$ cat src/rtl/axi_pkg.sv
// Shared AXI definitions: response codes and the burst-slave channel FSM states.
package axi_pkg;

  localparam logic [1:0] RESP_OKAY   = 2'b00;
  localparam logic [1:0] RESP_SLVERR = 2'b10;

  typedef enum logic [1:0] {
    W_IDLE,
    W_DATA,
    W_RESP
  } wr_state_t;

  typedef enum logic {
    R_IDLE,
    R_DATA
  } rd_state_t;

endpackage

$ cat src/rtl/axi_burst_mem_slave_if.sv
// AXI4 burst channel bundle (AW/W/B/AR/R) between burst master and memory slave.
interface axi_burst_mem_slave_if #(
  parameter int unsigned ID_W   = 1,
  parameter int unsigned DATA_W = 32,
  parameter int unsigned ADDR_W = 32
);
  logic [ID_W-1:0]     S_AXI_AWID;
  logic [ADDR_W-1:0]   S_AXI_AWADDR;
  logic [7:0]          S_AXI_AWLEN;
  logic                S_AXI_AWVALID;
  logic                S_AXI_AWREADY;
  logic [DATA_W-1:0]   S_AXI_WDATA;
  logic [DATA_W/8-1:0] S_AXI_WSTRB;
  logic                S_AXI_WLAST;
  logic                S_AXI_WVALID;
  logic                S_AXI_WREADY;
  logic [ID_W-1:0]     S_AXI_BID;
  logic [1:0]          S_AXI_BRESP;
  logic                S_AXI_BVALID;
  logic                S_AXI_BREADY;
  logic [ID_W-1:0]     S_AXI_ARID;
  logic [ADDR_W-1:0]   S_AXI_ARADDR;
  logic [7:0]          S_AXI_ARLEN;
  logic                S_AXI_ARVALID;
  logic                S_AXI_ARREADY;
  logic [ID_W-1:0]     S_AXI_RID;
  logic [DATA_W-1:0]   S_AXI_RDATA;
  logic [1:0]          S_AXI_RRESP;
  logic                S_AXI_RLAST;
  logic                S_AXI_RVALID;
  logic                S_AXI_RREADY;

  modport slave (
    input  S_AXI_AWID, S_AXI_AWADDR, S_AXI_AWLEN, S_AXI_AWVALID,
    output S_AXI_AWREADY,
    input  S_AXI_WDATA, S_AXI_WSTRB, S_AXI_WLAST, S_AXI_WVALID,
    output S_AXI_WREADY,
    output S_AXI_BID, S_AXI_BRESP, S_AXI_BVALID,
    input  S_AXI_BREADY,
    input  S_AXI_ARID, S_AXI_ARADDR, S_AXI_ARLEN, S_AXI_ARVALID,
    output S_AXI_ARREADY,
    output S_AXI_RID, S_AXI_RDATA, S_AXI_RRESP, S_AXI_RLAST, S_AXI_RVALID,
    input  S_AXI_RREADY
  );

  modport master (
    output S_AXI_AWID, S_AXI_AWADDR, S_AXI_AWLEN, S_AXI_AWVALID,
    input  S_AXI_AWREADY,
    output S_AXI_WDATA, S_AXI_WSTRB, S_AXI_WLAST, S_AXI_WVALID,
    input  S_AXI_WREADY,
    input  S_AXI_BID, S_AXI_BRESP, S_AXI_BVALID,
    output S_AXI_BREADY,
    output S_AXI_ARID, S_AXI_ARADDR, S_AXI_ARLEN, S_AXI_ARVALID,
    input  S_AXI_ARREADY,
    input  S_AXI_RID, S_AXI_RDATA, S_AXI_RRESP, S_AXI_RLAST, S_AXI_RVALID,
    output S_AXI_RREADY
  );
endinterface

$ cat src/rtl/axi_mem_bram.sv
// Word memory with a byte-enabled synchronous write port and an asynchronous read port.
module axi_mem_bram #(
  parameter int unsigned AW = 6,
  parameter int unsigned DW = 32
) (
  input  logic            clk,
  input  logic            we,
  input  logic [DW/8-1:0] be,
  input  logic [AW-1:0]   waddr,
  input  logic [DW-1:0]   wdata,
  input  logic [AW-1:0]   raddr,
  output logic [DW-1:0]   rdata
);

  logic [DW-1:0] mem [2**AW];

  always_ff @(posedge clk) begin
    for (int unsigned b = 0; b < DW/8; b++) begin
      if (we && be[b]) mem[waddr][b*8 +: 8] <= wdata[b*8 +: 8];
    end
  end

  always_comb rdata = mem[raddr];

endmodule

$ cat src/rtl/axi_burst_mem_slave.sv
// AXI4 INCR burst responder backed by an internal word memory; write and read
// channels run independent FSMs and may be active concurrently.
module axi_burst_mem_slave
  import axi_pkg::*;
#(
  parameter int unsigned C_S_AXI_ID_WIDTH   = 1,
  parameter int unsigned C_S_AXI_DATA_WIDTH = 32,
  parameter int unsigned C_S_AXI_ADDR_WIDTH = 32,
  parameter logic [C_S_AXI_ADDR_WIDTH-1:0] C_S_BASE_ADDR = 32'h40000000,
  parameter int unsigned C_MEM_AW           = 6
) (
  input logic                  S_AXI_ACLK,
  input logic                  S_AXI_ARESET,
  axi_burst_mem_slave_if.slave s_axi
);

  localparam int unsigned AW = C_S_AXI_ADDR_WIDTH;
  localparam int unsigned SH = $clog2(C_S_AXI_DATA_WIDTH / 8);
  localparam logic [AW-1:0] BASE_W   = AW'(C_S_BASE_ADDR >> SH);
  localparam logic [AW-1:0] WORD_ONE = AW'(1);

  wr_state_t w_state, w_next;
  rd_state_t r_state, r_next;

  logic [AW-1:0] w_word, w_ofs;
  logic [7:0]    w_cnt, w_len;
  logic          w_err, w_ok, w_final, w_hs, beat_err;

  logic [AW-1:0] r_word, r_src, r_ofs;
  logic [7:0]    r_left;
  logic          r_ok, ar_hs, r_hs;

  logic [C_S_AXI_DATA_WIDTH-1:0] mem_rdata;

  // Addresses are tracked as absolute word numbers so window checks stay exact
  // when a burst crosses into or out of the decoded window.
  always_comb begin
    w_ofs    = w_word - BASE_W;
    w_ok     = (w_word >= BASE_W) && ((w_ofs >> C_MEM_AW) == '0);
    w_final  = (w_cnt == w_len);
    w_hs     = (w_state == W_DATA) && s_axi.S_AXI_WVALID;
    beat_err = !w_ok || (s_axi.S_AXI_WLAST != w_final);
  end

  always_ff @(posedge S_AXI_ACLK or posedge S_AXI_ARESET) begin
    if (S_AXI_ARESET) w_state <= W_IDLE;
    else              w_state <= w_next;
  end

  always_comb begin
    w_next              = w_state;
    s_axi.S_AXI_AWREADY = 1'b0;
    s_axi.S_AXI_WREADY  = 1'b0;
    s_axi.S_AXI_BVALID  = 1'b0;
    unique case (w_state)
      W_IDLE: begin
        s_axi.S_AXI_AWREADY = 1'b1;
        if (s_axi.S_AXI_AWVALID) w_next = W_DATA;
      end
      W_DATA: begin
        s_axi.S_AXI_WREADY = 1'b1;
        if (s_axi.S_AXI_WVALID && w_final) w_next = W_RESP;
      end
      W_RESP: begin
        s_axi.S_AXI_BVALID = 1'b1;
        if (s_axi.S_AXI_BREADY) w_next = W_IDLE;
      end
      default: w_next = W_IDLE;
    endcase
  end

  always_ff @(posedge S_AXI_ACLK or posedge S_AXI_ARESET) begin
    if (S_AXI_ARESET) begin
      w_word            <= '0;
      w_cnt             <= '0;
      w_len             <= '0;
      w_err             <= 1'b0;
      s_axi.S_AXI_BID   <= '0;
      s_axi.S_AXI_BRESP <= RESP_OKAY;
    end else begin
      if ((w_state == W_IDLE) && s_axi.S_AXI_AWVALID) begin
        s_axi.S_AXI_BID <= s_axi.S_AXI_AWID;
        w_word          <= s_axi.S_AXI_AWADDR >> SH;
        w_cnt           <= '0;
        w_len           <= s_axi.S_AXI_AWLEN;
        w_err           <= 1'b0;
      end
      if (w_hs) begin
        w_word <= w_word + WORD_ONE;
        w_cnt  <= w_cnt + 8'd1;
        w_err  <= w_err | beat_err;
        if (w_final) s_axi.S_AXI_BRESP <= (w_err | beat_err) ? RESP_SLVERR : RESP_OKAY;
      end
    end
  end

  // Read side: RDATA is registered from the async port, so the port address is
  // the burst start while idle and the following word while streaming.
  always_comb begin
    ar_hs = (r_state == R_IDLE) && s_axi.S_AXI_ARVALID;
    r_hs  = (r_state == R_DATA) && s_axi.S_AXI_RREADY;
    r_src = (r_state == R_IDLE) ? (s_axi.S_AXI_ARADDR >> SH) : (r_word + WORD_ONE);
    r_ofs = r_src - BASE_W;
    r_ok  = (r_src >= BASE_W) && ((r_ofs >> C_MEM_AW) == '0);
  end

  always_ff @(posedge S_AXI_ACLK or posedge S_AXI_ARESET) begin
    if (S_AXI_ARESET) r_state <= R_IDLE;
    else              r_state <= r_next;
  end

  always_comb begin
    r_next              = r_state;
    s_axi.S_AXI_ARREADY = 1'b0;
    s_axi.S_AXI_RVALID  = 1'b0;
    unique case (r_state)
      R_IDLE: begin
        s_axi.S_AXI_ARREADY = 1'b1;
        if (s_axi.S_AXI_ARVALID) r_next = R_DATA;
      end
      R_DATA: begin
        s_axi.S_AXI_RVALID = 1'b1;
        if (s_axi.S_AXI_RREADY && s_axi.S_AXI_RLAST) r_next = R_IDLE;
      end
      default: r_next = R_IDLE;
    endcase
  end

  always_ff @(posedge S_AXI_ACLK or posedge S_AXI_ARESET) begin
    if (S_AXI_ARESET) begin
      r_word            <= '0;
      r_left            <= '0;
      s_axi.S_AXI_RID   <= '0;
      s_axi.S_AXI_RDATA <= '0;
      s_axi.S_AXI_RRESP <= RESP_OKAY;
      s_axi.S_AXI_RLAST <= 1'b0;
    end else begin
      if (ar_hs) begin
        s_axi.S_AXI_RID   <= s_axi.S_AXI_ARID;
        r_word            <= r_src;
        r_left            <= s_axi.S_AXI_ARLEN;
        s_axi.S_AXI_RLAST <= (s_axi.S_AXI_ARLEN == 8'd0);
      end else if (r_hs) begin
        if (s_axi.S_AXI_RLAST) begin
          s_axi.S_AXI_RLAST <= 1'b0;
        end else begin
          r_word            <= r_src;
          r_left            <= r_left - 8'd1;
          s_axi.S_AXI_RLAST <= (r_left == 8'd1);
        end
      end
      if (ar_hs || (r_hs && !s_axi.S_AXI_RLAST)) begin
        s_axi.S_AXI_RDATA <= r_ok ? mem_rdata : '0;
        s_axi.S_AXI_RRESP <= r_ok ? RESP_OKAY : RESP_SLVERR;
      end
    end
  end

  axi_mem_bram #(
    .AW (C_MEM_AW),
    .DW (C_S_AXI_DATA_WIDTH)
  ) u_mem (
    .clk   (S_AXI_ACLK),
    .we    (w_hs && w_ok),
    .be    (s_axi.S_AXI_WSTRB),
    .waddr (C_MEM_AW'(w_ofs)),
    .wdata (s_axi.S_AXI_WDATA),
    .raddr (C_MEM_AW'(r_ofs)),
    .rdata (mem_rdata)
  );

endmodule
$ cat src/flat_wrapper.sv
// flat-port wrapper written by rule: the top's interface ports become plain ports
module axi_burst_mem_slave_flat import axi_pkg::*;
#(
  parameter int unsigned C_S_AXI_ID_WIDTH   = 1,
  parameter int unsigned C_S_AXI_DATA_WIDTH = 32,
  parameter int unsigned C_S_AXI_ADDR_WIDTH = 32,
  parameter logic [C_S_AXI_ADDR_WIDTH-1:0] C_S_BASE_ADDR = 32'h40000000,
  parameter int unsigned C_MEM_AW           = 6
)
  (S_AXI_ACLK, S_AXI_ARESET, s_axi_S_AXI_AWID, s_axi_S_AXI_AWADDR, s_axi_S_AXI_AWLEN, s_axi_S_AXI_AWVALID, s_axi_S_AXI_AWREADY, s_axi_S_AXI_WDATA, s_axi_S_AXI_WSTRB, s_axi_S_AXI_WLAST, s_axi_S_AXI_WVALID, s_axi_S_AXI_WREADY, s_axi_S_AXI_BID, s_axi_S_AXI_BRESP, s_axi_S_AXI_BVALID, s_axi_S_AXI_BREADY, s_axi_S_AXI_ARID, s_axi_S_AXI_ARADDR, s_axi_S_AXI_ARLEN, s_axi_S_AXI_ARVALID, s_axi_S_AXI_ARREADY, s_axi_S_AXI_RID, s_axi_S_AXI_RDATA, s_axi_S_AXI_RRESP, s_axi_S_AXI_RLAST, s_axi_S_AXI_RVALID, s_axi_S_AXI_RREADY);
  axi_burst_mem_slave_if s_axi_i ();
  input logic S_AXI_ACLK;
  input logic S_AXI_ARESET;
  input wire logic [$bits(s_axi_i.S_AXI_AWID)-1:0] s_axi_S_AXI_AWID;
  input wire logic [$bits(s_axi_i.S_AXI_AWADDR)-1:0] s_axi_S_AXI_AWADDR;
  input wire logic [$bits(s_axi_i.S_AXI_AWLEN)-1:0] s_axi_S_AXI_AWLEN;
  input wire logic [$bits(s_axi_i.S_AXI_AWVALID)-1:0] s_axi_S_AXI_AWVALID;
  output wire logic [$bits(s_axi_i.S_AXI_AWREADY)-1:0] s_axi_S_AXI_AWREADY;
  input wire logic [$bits(s_axi_i.S_AXI_WDATA)-1:0] s_axi_S_AXI_WDATA;
  input wire logic [$bits(s_axi_i.S_AXI_WSTRB)-1:0] s_axi_S_AXI_WSTRB;
  input wire logic [$bits(s_axi_i.S_AXI_WLAST)-1:0] s_axi_S_AXI_WLAST;
  input wire logic [$bits(s_axi_i.S_AXI_WVALID)-1:0] s_axi_S_AXI_WVALID;
  output wire logic [$bits(s_axi_i.S_AXI_WREADY)-1:0] s_axi_S_AXI_WREADY;
  output wire logic [$bits(s_axi_i.S_AXI_BID)-1:0] s_axi_S_AXI_BID;
  output wire logic [$bits(s_axi_i.S_AXI_BRESP)-1:0] s_axi_S_AXI_BRESP;
  output wire logic [$bits(s_axi_i.S_AXI_BVALID)-1:0] s_axi_S_AXI_BVALID;
  input wire logic [$bits(s_axi_i.S_AXI_BREADY)-1:0] s_axi_S_AXI_BREADY;
  input wire logic [$bits(s_axi_i.S_AXI_ARID)-1:0] s_axi_S_AXI_ARID;
  input wire logic [$bits(s_axi_i.S_AXI_ARADDR)-1:0] s_axi_S_AXI_ARADDR;
  input wire logic [$bits(s_axi_i.S_AXI_ARLEN)-1:0] s_axi_S_AXI_ARLEN;
  input wire logic [$bits(s_axi_i.S_AXI_ARVALID)-1:0] s_axi_S_AXI_ARVALID;
  output wire logic [$bits(s_axi_i.S_AXI_ARREADY)-1:0] s_axi_S_AXI_ARREADY;
  output wire logic [$bits(s_axi_i.S_AXI_RID)-1:0] s_axi_S_AXI_RID;
  output wire logic [$bits(s_axi_i.S_AXI_RDATA)-1:0] s_axi_S_AXI_RDATA;
  output wire logic [$bits(s_axi_i.S_AXI_RRESP)-1:0] s_axi_S_AXI_RRESP;
  output wire logic [$bits(s_axi_i.S_AXI_RLAST)-1:0] s_axi_S_AXI_RLAST;
  output wire logic [$bits(s_axi_i.S_AXI_RVALID)-1:0] s_axi_S_AXI_RVALID;
  input wire logic [$bits(s_axi_i.S_AXI_RREADY)-1:0] s_axi_S_AXI_RREADY;
  assign s_axi_i.S_AXI_AWID = s_axi_S_AXI_AWID;
  assign s_axi_i.S_AXI_AWADDR = s_axi_S_AXI_AWADDR;
  assign s_axi_i.S_AXI_AWLEN = s_axi_S_AXI_AWLEN;
  assign s_axi_i.S_AXI_AWVALID = s_axi_S_AXI_AWVALID;
  assign s_axi_S_AXI_AWREADY = s_axi_i.S_AXI_AWREADY;
  assign s_axi_i.S_AXI_WDATA = s_axi_S_AXI_WDATA;
  assign s_axi_i.S_AXI_WSTRB = s_axi_S_AXI_WSTRB;
  assign s_axi_i.S_AXI_WLAST = s_axi_S_AXI_WLAST;
  assign s_axi_i.S_AXI_WVALID = s_axi_S_AXI_WVALID;
  assign s_axi_S_AXI_WREADY = s_axi_i.S_AXI_WREADY;
  assign s_axi_S_AXI_BID = s_axi_i.S_AXI_BID;
  assign s_axi_S_AXI_BRESP = s_axi_i.S_AXI_BRESP;
  assign s_axi_S_AXI_BVALID = s_axi_i.S_AXI_BVALID;
  assign s_axi_i.S_AXI_BREADY = s_axi_S_AXI_BREADY;
  assign s_axi_i.S_AXI_ARID = s_axi_S_AXI_ARID;
  assign s_axi_i.S_AXI_ARADDR = s_axi_S_AXI_ARADDR;
  assign s_axi_i.S_AXI_ARLEN = s_axi_S_AXI_ARLEN;
  assign s_axi_i.S_AXI_ARVALID = s_axi_S_AXI_ARVALID;
  assign s_axi_S_AXI_ARREADY = s_axi_i.S_AXI_ARREADY;
  assign s_axi_S_AXI_RID = s_axi_i.S_AXI_RID;
  assign s_axi_S_AXI_RDATA = s_axi_i.S_AXI_RDATA;
  assign s_axi_S_AXI_RRESP = s_axi_i.S_AXI_RRESP;
  assign s_axi_S_AXI_RLAST = s_axi_i.S_AXI_RLAST;
  assign s_axi_S_AXI_RVALID = s_axi_i.S_AXI_RVALID;
  assign s_axi_i.S_AXI_RREADY = s_axi_S_AXI_RREADY;
  axi_burst_mem_slave #(.C_S_AXI_ID_WIDTH(C_S_AXI_ID_WIDTH), .C_S_AXI_DATA_WIDTH(C_S_AXI_DATA_WIDTH), .C_S_AXI_ADDR_WIDTH(C_S_AXI_ADDR_WIDTH), .C_S_BASE_ADDR(C_S_BASE_ADDR), .C_MEM_AW(C_MEM_AW)) u_core (.S_AXI_ACLK(S_AXI_ACLK), .S_AXI_ARESET(S_AXI_ARESET), .s_axi(s_axi_i));
endmodule
$ cat config.mk
export PLATFORM = sky130hd
export DESIGN_NAME = axi_burst_mem_slave_flat
export DESIGN_NICKNAME = d
export VERILOG_FILES = /design/src/rtl/axi_pkg.sv /design/src/rtl/axi_burst_mem_slave_if.sv /design/src/rtl/axi_mem_bram.sv /design/src/rtl/axi_burst_mem_slave.sv /design/src/flat_wrapper.sv
export SDC_FILE = /design/constraint.sdc
export NUM_CORES = 2
export LEC_CHECK = 0
export ABC_AREA = 0
export CAP_MARGIN = 10
export CORE_MARGIN = 5
export CORE_UTILIZATION = 62
export DETAILED_ROUTE_END_ITERATION = 8
export MAX_ROUTING_LAYER = met4
export PLACE_DENSITY_LB_ADDON = 0.12
export SETUP_SLACK_MARGIN = 0.4
export SLEW_MARGIN = 25
export SYNTH_ARGS = -nofsm -noshare
export SYNTH_HDL_FRONTEND = slang
export SYNTH_HIERARCHICAL = 1
export SYNTH_SLANG_ARGS = --single-unit
export TNS_END_PERCENT = 20
$ cat constraint.sdc
create_clock -name S_AXI_ACLK -period 7.92 [get_ports S_AXI_ACLK]
set_input_delay 1.584 -clock S_AXI_ACLK [delete_from_list [all_inputs] [get_ports S_AXI_ACLK]]
set_output_delay 1.584 -clock S_AXI_ACLK [all_outputs]
set_load 0.05 [all_outputs]
Word-level counts from Yosys, hierarchy flattened:

Memories as Yosys holds them, arrays and structs flattened.
Cells that the tools add are included.

* flip-flop bits (word level): 131
* bits in writable memories: 2048
* output and inout port bits: 44
* memories kept: 1

* $add $sub $neg: 6
* $lt $le $gt $ge: 2
* equality and inequality tests: 9
* multiplexer cells: 39
* bitwise operators: 2
* reductions and logical operators: 27

Memories
* u_core.u_mem.mem: words 64, width 32, read ports 1, clocked after memory_dff 0, wr ports 1, RTL line axi_mem_bram.sv:15 `logic [DW-1:0] mem [2**AW];`

Operator list (number)
* two-way mux 32 bit: 7
* adder 32 x 1 -> 32 bit (second input constant): 2
* >= comparator 32 x 29 -> 1 bit (second input constant): 2
* logical NOT 32 bit: 2
* subtractor 32 x 29 -> 32 bit (second input constant): 2
* two-way mux 8 bit: 5
* two-way mux 1 bit: 20
* logical AND 1 bit: 14
* two-way mux 2 bit: 5
* adder 8 x 1 -> 8 bit (second input constant): 1
* equality test 8 x 1 -> 1 bit (second input constant): 1
* equality test 8 bit: 1
* logical NOT 8 bit: 1
* inequality test 2 bit (second input constant): 4
* subtractor 8 x 1 -> 8 bit (second input constant): 1
* one-hot mux 2 bit (3 select lines): 1
* AND reduction 2 bit: 2
* nonzero test 2 bit: 2
* AND reduction 3 bit: 1
* equality test 2 x 1 -> 1 bit (second input constant): 1
* equality test 2 bit (second input constant): 1
* logical NOT 1 bit: 2
* logical NOT 2 bit: 1
* logical OR 1 bit: 2
* other kinds (4): 4

Logic depth before layout (Yosys ltp):

* depth after elaboration: 7
* depth in mapped cells: 18

Hierarchy:

Netlist, hierarchy kept.

Modules (own cells, without submodules)
* axi_mem_bram: instances 1, cells an instance 3544, area an instance 79130.9 sq um
* axi_burst_mem_slave: instances 1, cells an instance 870, area an instance 7679.9 sq um

Least setup slack after synthesis:

Ideal clock, no wire load.

* path type: register to register
* from: reg u_core.r_state
* to: reg u_core.s_axi.S_AXI_RDATA[25]
* arrival time: 3756 ps
* required time: 7800 ps
* setup slack: 4044 ps
* stages on the path, launching flop included: 16
* path buffers: 7
* period minus slack after synthesis: 3876 ps
* cells stage by stage: dfrtp_1 > clkbuf_1 > inv_1 > clkbuf_8 > clkbuf_1 > nand2_1 > o21ai_0 > buf_6 > buf_4 > buf_6 > buf_2 > mux4_2 > a221oi_1 > o211ai_1 > nand3_1 > o21ai_2

* elaborated cells between the ends (all ways): 12
* classes of those cells: add/sub: 1; order compare: 1; mux: 2; bitwise: 1; reduce/logical: 6; memory: 1

RTL lines
* from (decl): RTL line axi_burst_mem_slave.sv:23 `rd_state_t r_state, r_next;`
* from (signal assigned): RTL line axi_burst_mem_slave.sv:109 `else r_state <= r_next;`
* two-way mux 32 bit: RTL line axi_burst_mem_slave.sv:102 `r_src = (r_state == R_IDLE) ? (s_axi.S_AXI_ARADDR >> SH) : (r_word + WORD_ONE);`
* subtractor 32 x 29 -> 32 bit: RTL line axi_burst_mem_slave.sv:103 `r_ofs = r_src - BASE_W;`
* net u_core.r_ofs[0]: RTL line axi_burst_mem_slave.sv:29 `logic [AW-1:0] r_word, r_src, r_ofs;`
* memory read (64 x 32 bit)
* net u_core.mem_rdata[25]: RTL line axi_burst_mem_slave.sv:33 `logic [C_S_AXI_DATA_WIDTH-1:0] mem_rdata;`
* two-way mux 32 bit: RTL line axi_burst_mem_slave.sv:153 `s_axi.S_AXI_RDATA <= r_ok ? mem_rdata : '0;`
* to (signal assigned): RTL line axi_burst_mem_slave.sv:153
* to (decl): RTL line axi_burst_mem_slave_if.sv:42 `output S_AXI_RID, S_AXI_RDATA, S_AXI_RRESP, S_AXI_RLAST, S_AXI_RVALID,`

The timed path passes the listed nets, and every way through them passes these cells.
A chain may end at the register's enable or synchronous reset.

Worst setup path in the final report:

* from: reg u_core.r_state
* to: reg u_core.s_axi.S_AXI_RDATA[12]

The elaborated chain is that of the path after synthesis.

==> run summary <==
The distinct cell type count of the synthesized netlist is 79. The sequential share of power is 35.5%. The cell area after synthesis is 86800 um2. Setup violations remaining at the end of the flow were counted as 0.

Summed over all nets, the half-perimeter wirelength after detailed placement is 139000 um. Of the total power, the share spent switching nets is 35.0%. For the worst-skew pair, the clock arrives at the later sink with an insertion delay of 0.84 ns.

The number of buffers created by CTS came out at 208. The post-cts repair resize count is 0. The final-stage net count is 4719. The initial utilization of the core area, before any placement, comes to 62.3%. The leakage power is 30.4 nW. The max-slew headroom at the worst pin is 22.8%. 170 I/O pins were placed. The fraction of registers with async set or reset after synthesis is 5.93%. The final max-slew violation count was 0. The via count of the first global-routing pass is 44400. The first routing iteration left 6493 violations.

The power share of the clock group is 25.9%. The H-tree depth is 4. Synthesis produced 4414 cells. The area of the core is 139000 um2. The hold violation count in the final report is 0. The filler-free cell count of the finished design came out at 6678.

The number of synthesized register bits is 2177. The actual slew at the worst max-slew pin is 1.16 ns. The area growth from synthesis to layout came out at 11.5%. The fraction of final layout cells sized beyond drive strength 1 came out at 22.1%. The path class of the tightest hold or removal check is reg -> reg. The largest stage delay on the critical path is 0.77 ns.

The clock transition at the registers of the reported paths is 0.06 ns. The post-route clock period utilization is 64.0%. The number of search-and-repair iterations in the first detailed-routing pass came out at 9. The worst setup path is launched from a register. On the final layout, the worst clock skew is 0.0415 ns.

The overall power is 37.0 mW. The global placer's final weighted congestion is 0.892. The arrival time of data at the critical path endpoint came out at 5.80 ns.

In this run the biggest area consumer among cell types represents 70.8% of the synthesized area. Counting tap cells, the placed design contains a total of 6253 instances. The maximum clock frequency is 197 MHz. Setup repair after global routing left no endpoint under its margin. In this run the power density over the cells is 382 nW/um2. The vertical extent of the die is 384 um. The floorplan row count is 137. The via-per-instance ratio came out at 6.95. The maximum number of pins on one net before global-route repair came out at 101. The library cell with the largest summed area after synthesis is edfxtp_1.

The total congestion overflow came out at 0. The maximum fanout count along the critical path came out at 74. TritonCTS built the clock tree. The die covers 148000 um2.

In the final timing run, aggregate negative setup slack is 0 ns. The run finished with clean final reports. The worst-case IR drop observed on VDD is 0.523 mV. Buffers inserted to repair hold after CTS numbered 0.

The total net switching power is 12.9 mW. Post-CTS timing repair inserted 0 buffers for setup. The total via count in the routed design is 46400.

The number of inserted filler cells in the final layout came out at 8628. Yosys printed 6 warnings. Input and output buffers added on the ports amount to 163. The synthesized area divided by synthesized cell count is 19.7 um2. The internal power consumption came out at 24.1 mW. The kind of critical path is reg -> reg. The worst setup path is captured at a register. The average detailed-routed wire length per instance came out at 34.5 um. Data on the critical path is required at its endpoint by 8.65 ns. The proportion of synthesized chip area in sequential cells is 74.6%.

The first global-routing pass estimated 326000 um of wire. The buffer levels on the longest clock path came out at 3. By area the synthesized netlist is led by edfxtp_1 (71%), mux4_2 (14%), dfrtp_1 (3.7%), nor2_1 (1.4%), nand2_1 (1.0%). The critical path goes through buf_4 > nor2_1 > a21oi_4 > buf_12 > buf_12 > mux4_2 > o22ai_1 > nor3_1 > a21oi_1 > nor3_1 > nand3_1 > o21ai_2.

The clock sink count came out at 2177. The die width is 384 um. The count of antenna-violating nets left after detailed routing is 0. The number of DRC violations after detailed routing came out at 0.

The final critical path time including I/O delays and setup came out at 5.07 ns. For this run, the leading register cell type out of synthesis is edfxtp_1. The root cell of the clock tree is clkbuf_16. The power share of the combinational group came out at 38.6%. Counting flops with a built-in enable in the synthesized netlist gives 2048. Global routing used 32.4% of the available tracks. The number of antenna violations at the first check in global routing came out at 27. The max capacitance violation total came out at 0.

The final wirelength came out at 230000 um. The largest individual stage delay along the critical path comes from the cell dfrtp_2.
==> critical path, delay by kind of cell, from the launching register on <==
kind,cells,cell delay [ns]
AOI/OAI and AO/OA,4,1.06
buffers and inverters,3,1.38
muxes,1,0.33
DFF,1,0.77
and+or+nand+nor,4,1.22
==> final timing paths <==
check / startpoint / to / slack [ns] / cells past startpoint
max in group asynchronous: S_AXI_ARESET / u_core/r_state / 5.14 / 3
min in group asynchronous: S_AXI_ARESET / u_core/s_axi.S_AXI_BID / 1.28 / 2
worst max register to register: u_core/r_state / u_core/s_axi.S_AXI_RDATA[12] / 2.85 / 12
worst min register to register: u_core/s_axi.S_AXI_RDATA[14] / u_core/s_axi.S_AXI_RDATA[14] / 0.47 / 2
worst max-delay path: u_core/r_state / u_core/s_axi.S_AXI_RDATA[12] / 2.85 / 12
worst min-delay path: u_core/s_axi.S_AXI_RDATA[14] / u_core/s_axi.S_AXI_RDATA[14] / 0.47 / 2
==> flip-flops by register name (all words and copies together), names as in the netlist <==
name                      cells
u_core/r_word                32
u_core/s_axi.S_AXI_RRESP      1
u_core/w_cnt                  8
u_core/w_err                  1
u_core/s_axi.S_AXI_BID        1
u_core/r_left                 8
u_core/u_mem/mem           2048
u_core/r_state                1
u_core/s_axi.S_AXI_RID        1
u_core/w_len                  8
u_core/s_axi.S_AXI_BRESP      1
u_core/s_axi.S_AXI_RLAST      1
u_core/w_word                32
u_core/s_axi.S_AXI_RDATA     32
u_core/w_state                2
==> cells in the mapped netlist (22+ instances only) <==
cell type  instances
a21oi_1           66
a22oi_1           53
buf_1             23
buf_2             67
buf_4             34
buf_6             22
clkbuf_1         115
dfrtp_1          129
edfxtp_1        2048
mux2_2            35
mux2i_1           85
mux4_2           543
nand2_1          238
nand3_1           75
nand4_1           23
nor2_1           327
nor3_1            34
o21ai_0           73
o21ai_2           30
o22ai_1           50
==> area by class of cell <==
class	count	area (um2)	area share, %
Inverter	17	68.8	0.0711
Tap cell	1876	2350	2.43
Timing Repair Buffer	233	2270	2.35
Clock inverter	111	907	0.938
Sequential cell	2177	64700	66.9
Multi-Input combinational cell	1950	20700	21.4
Antenna cell	39	97.6	0.101
Clock buffer	275	5650	5.84
==> metrics by stage <==
step / instance area, um2 / util (%) / worst slack (ns) / hold WS [ns]
global placement: 90000 / 64.6 / 2.25 / 0.459
detailed placement: 90100 / 64.6 / 2.28 / 0.467
floorplan: 86800 / - / 2.90 / 0.446
CTS: 96600 / 69.3 / 3.02 / 0.481
finish: 96800 / 69.4 / 2.85 / 0.475
global route: 96700 / 69.4 / 2.66 / 0.507
==> per-layer routing <==
layer | track usage [%] | share of wire (%)
met5 | - | 0
met4 | 10.7 | 3.8
met2 | 46.8 | 46
met1 | 45.8 | 38
met3 | 9.21 | 12
==> placed cells by master, fill, tap and decap left out, drive strengths merged, types with 14 or more instances in the layout <==
master / instances
a21oi: 66
a221o: 18
a221oi: 16
a22oi: 53
a31oi: 18
and3: 17
buf: 102
bufinv: 14
clkbuf: 275
clkdlybuf4s50: 131
clkinv: 83
dfrtp: 129
diode: 39
edfxtp: 2048
inv: 24
mux2: 35
mux2i: 85
mux4: 543
nand2: 238
nand3: 76
nand4: 26
nor2: 327
nor2b: 15
nor3: 35
nor4: 22
o211ai: 19
o21ai: 105
o221ai: 15
o22ai: 50
xnor2: 19
==> cell families (layout without fill, tap and decap cells) <==
| logic type | Yosys count | after routing | synth area share (%) |
|---|---|---|---|
| buf+inv | 288 | 636 | 1.79 |
| compound gates | 424 | 424 | 3.42 |
| flops | 2177 | 2177 | 74.6 |
| simple gates | 827 | 827 | 4.34 |
| other cells | 1 | 41 | 0.00432 |
| mux | 663 | 663 | 15.5 |
| fa+ha+maj | 6 | 6 | 0.0865 |
| xor+xnor | 28 | 28 | 0.282 |
==> power by group through the flow <==
stage | Sequential, mW | Combinational [mW] | Clock, mW
final | 13.1 | 14.3 | 9.59
after global routing | 13.2 | 14.7 | 10.2
after CTS | 13.1 | 14.0 | 9.70
after detailed placement | 13.4 | 14.0 | 0
after global placement | 13.3 | 13.9 | 0
after floorplan | 13.2 | 9.18 | 0
Note: power is estimated with default switching activity, not from simulation.
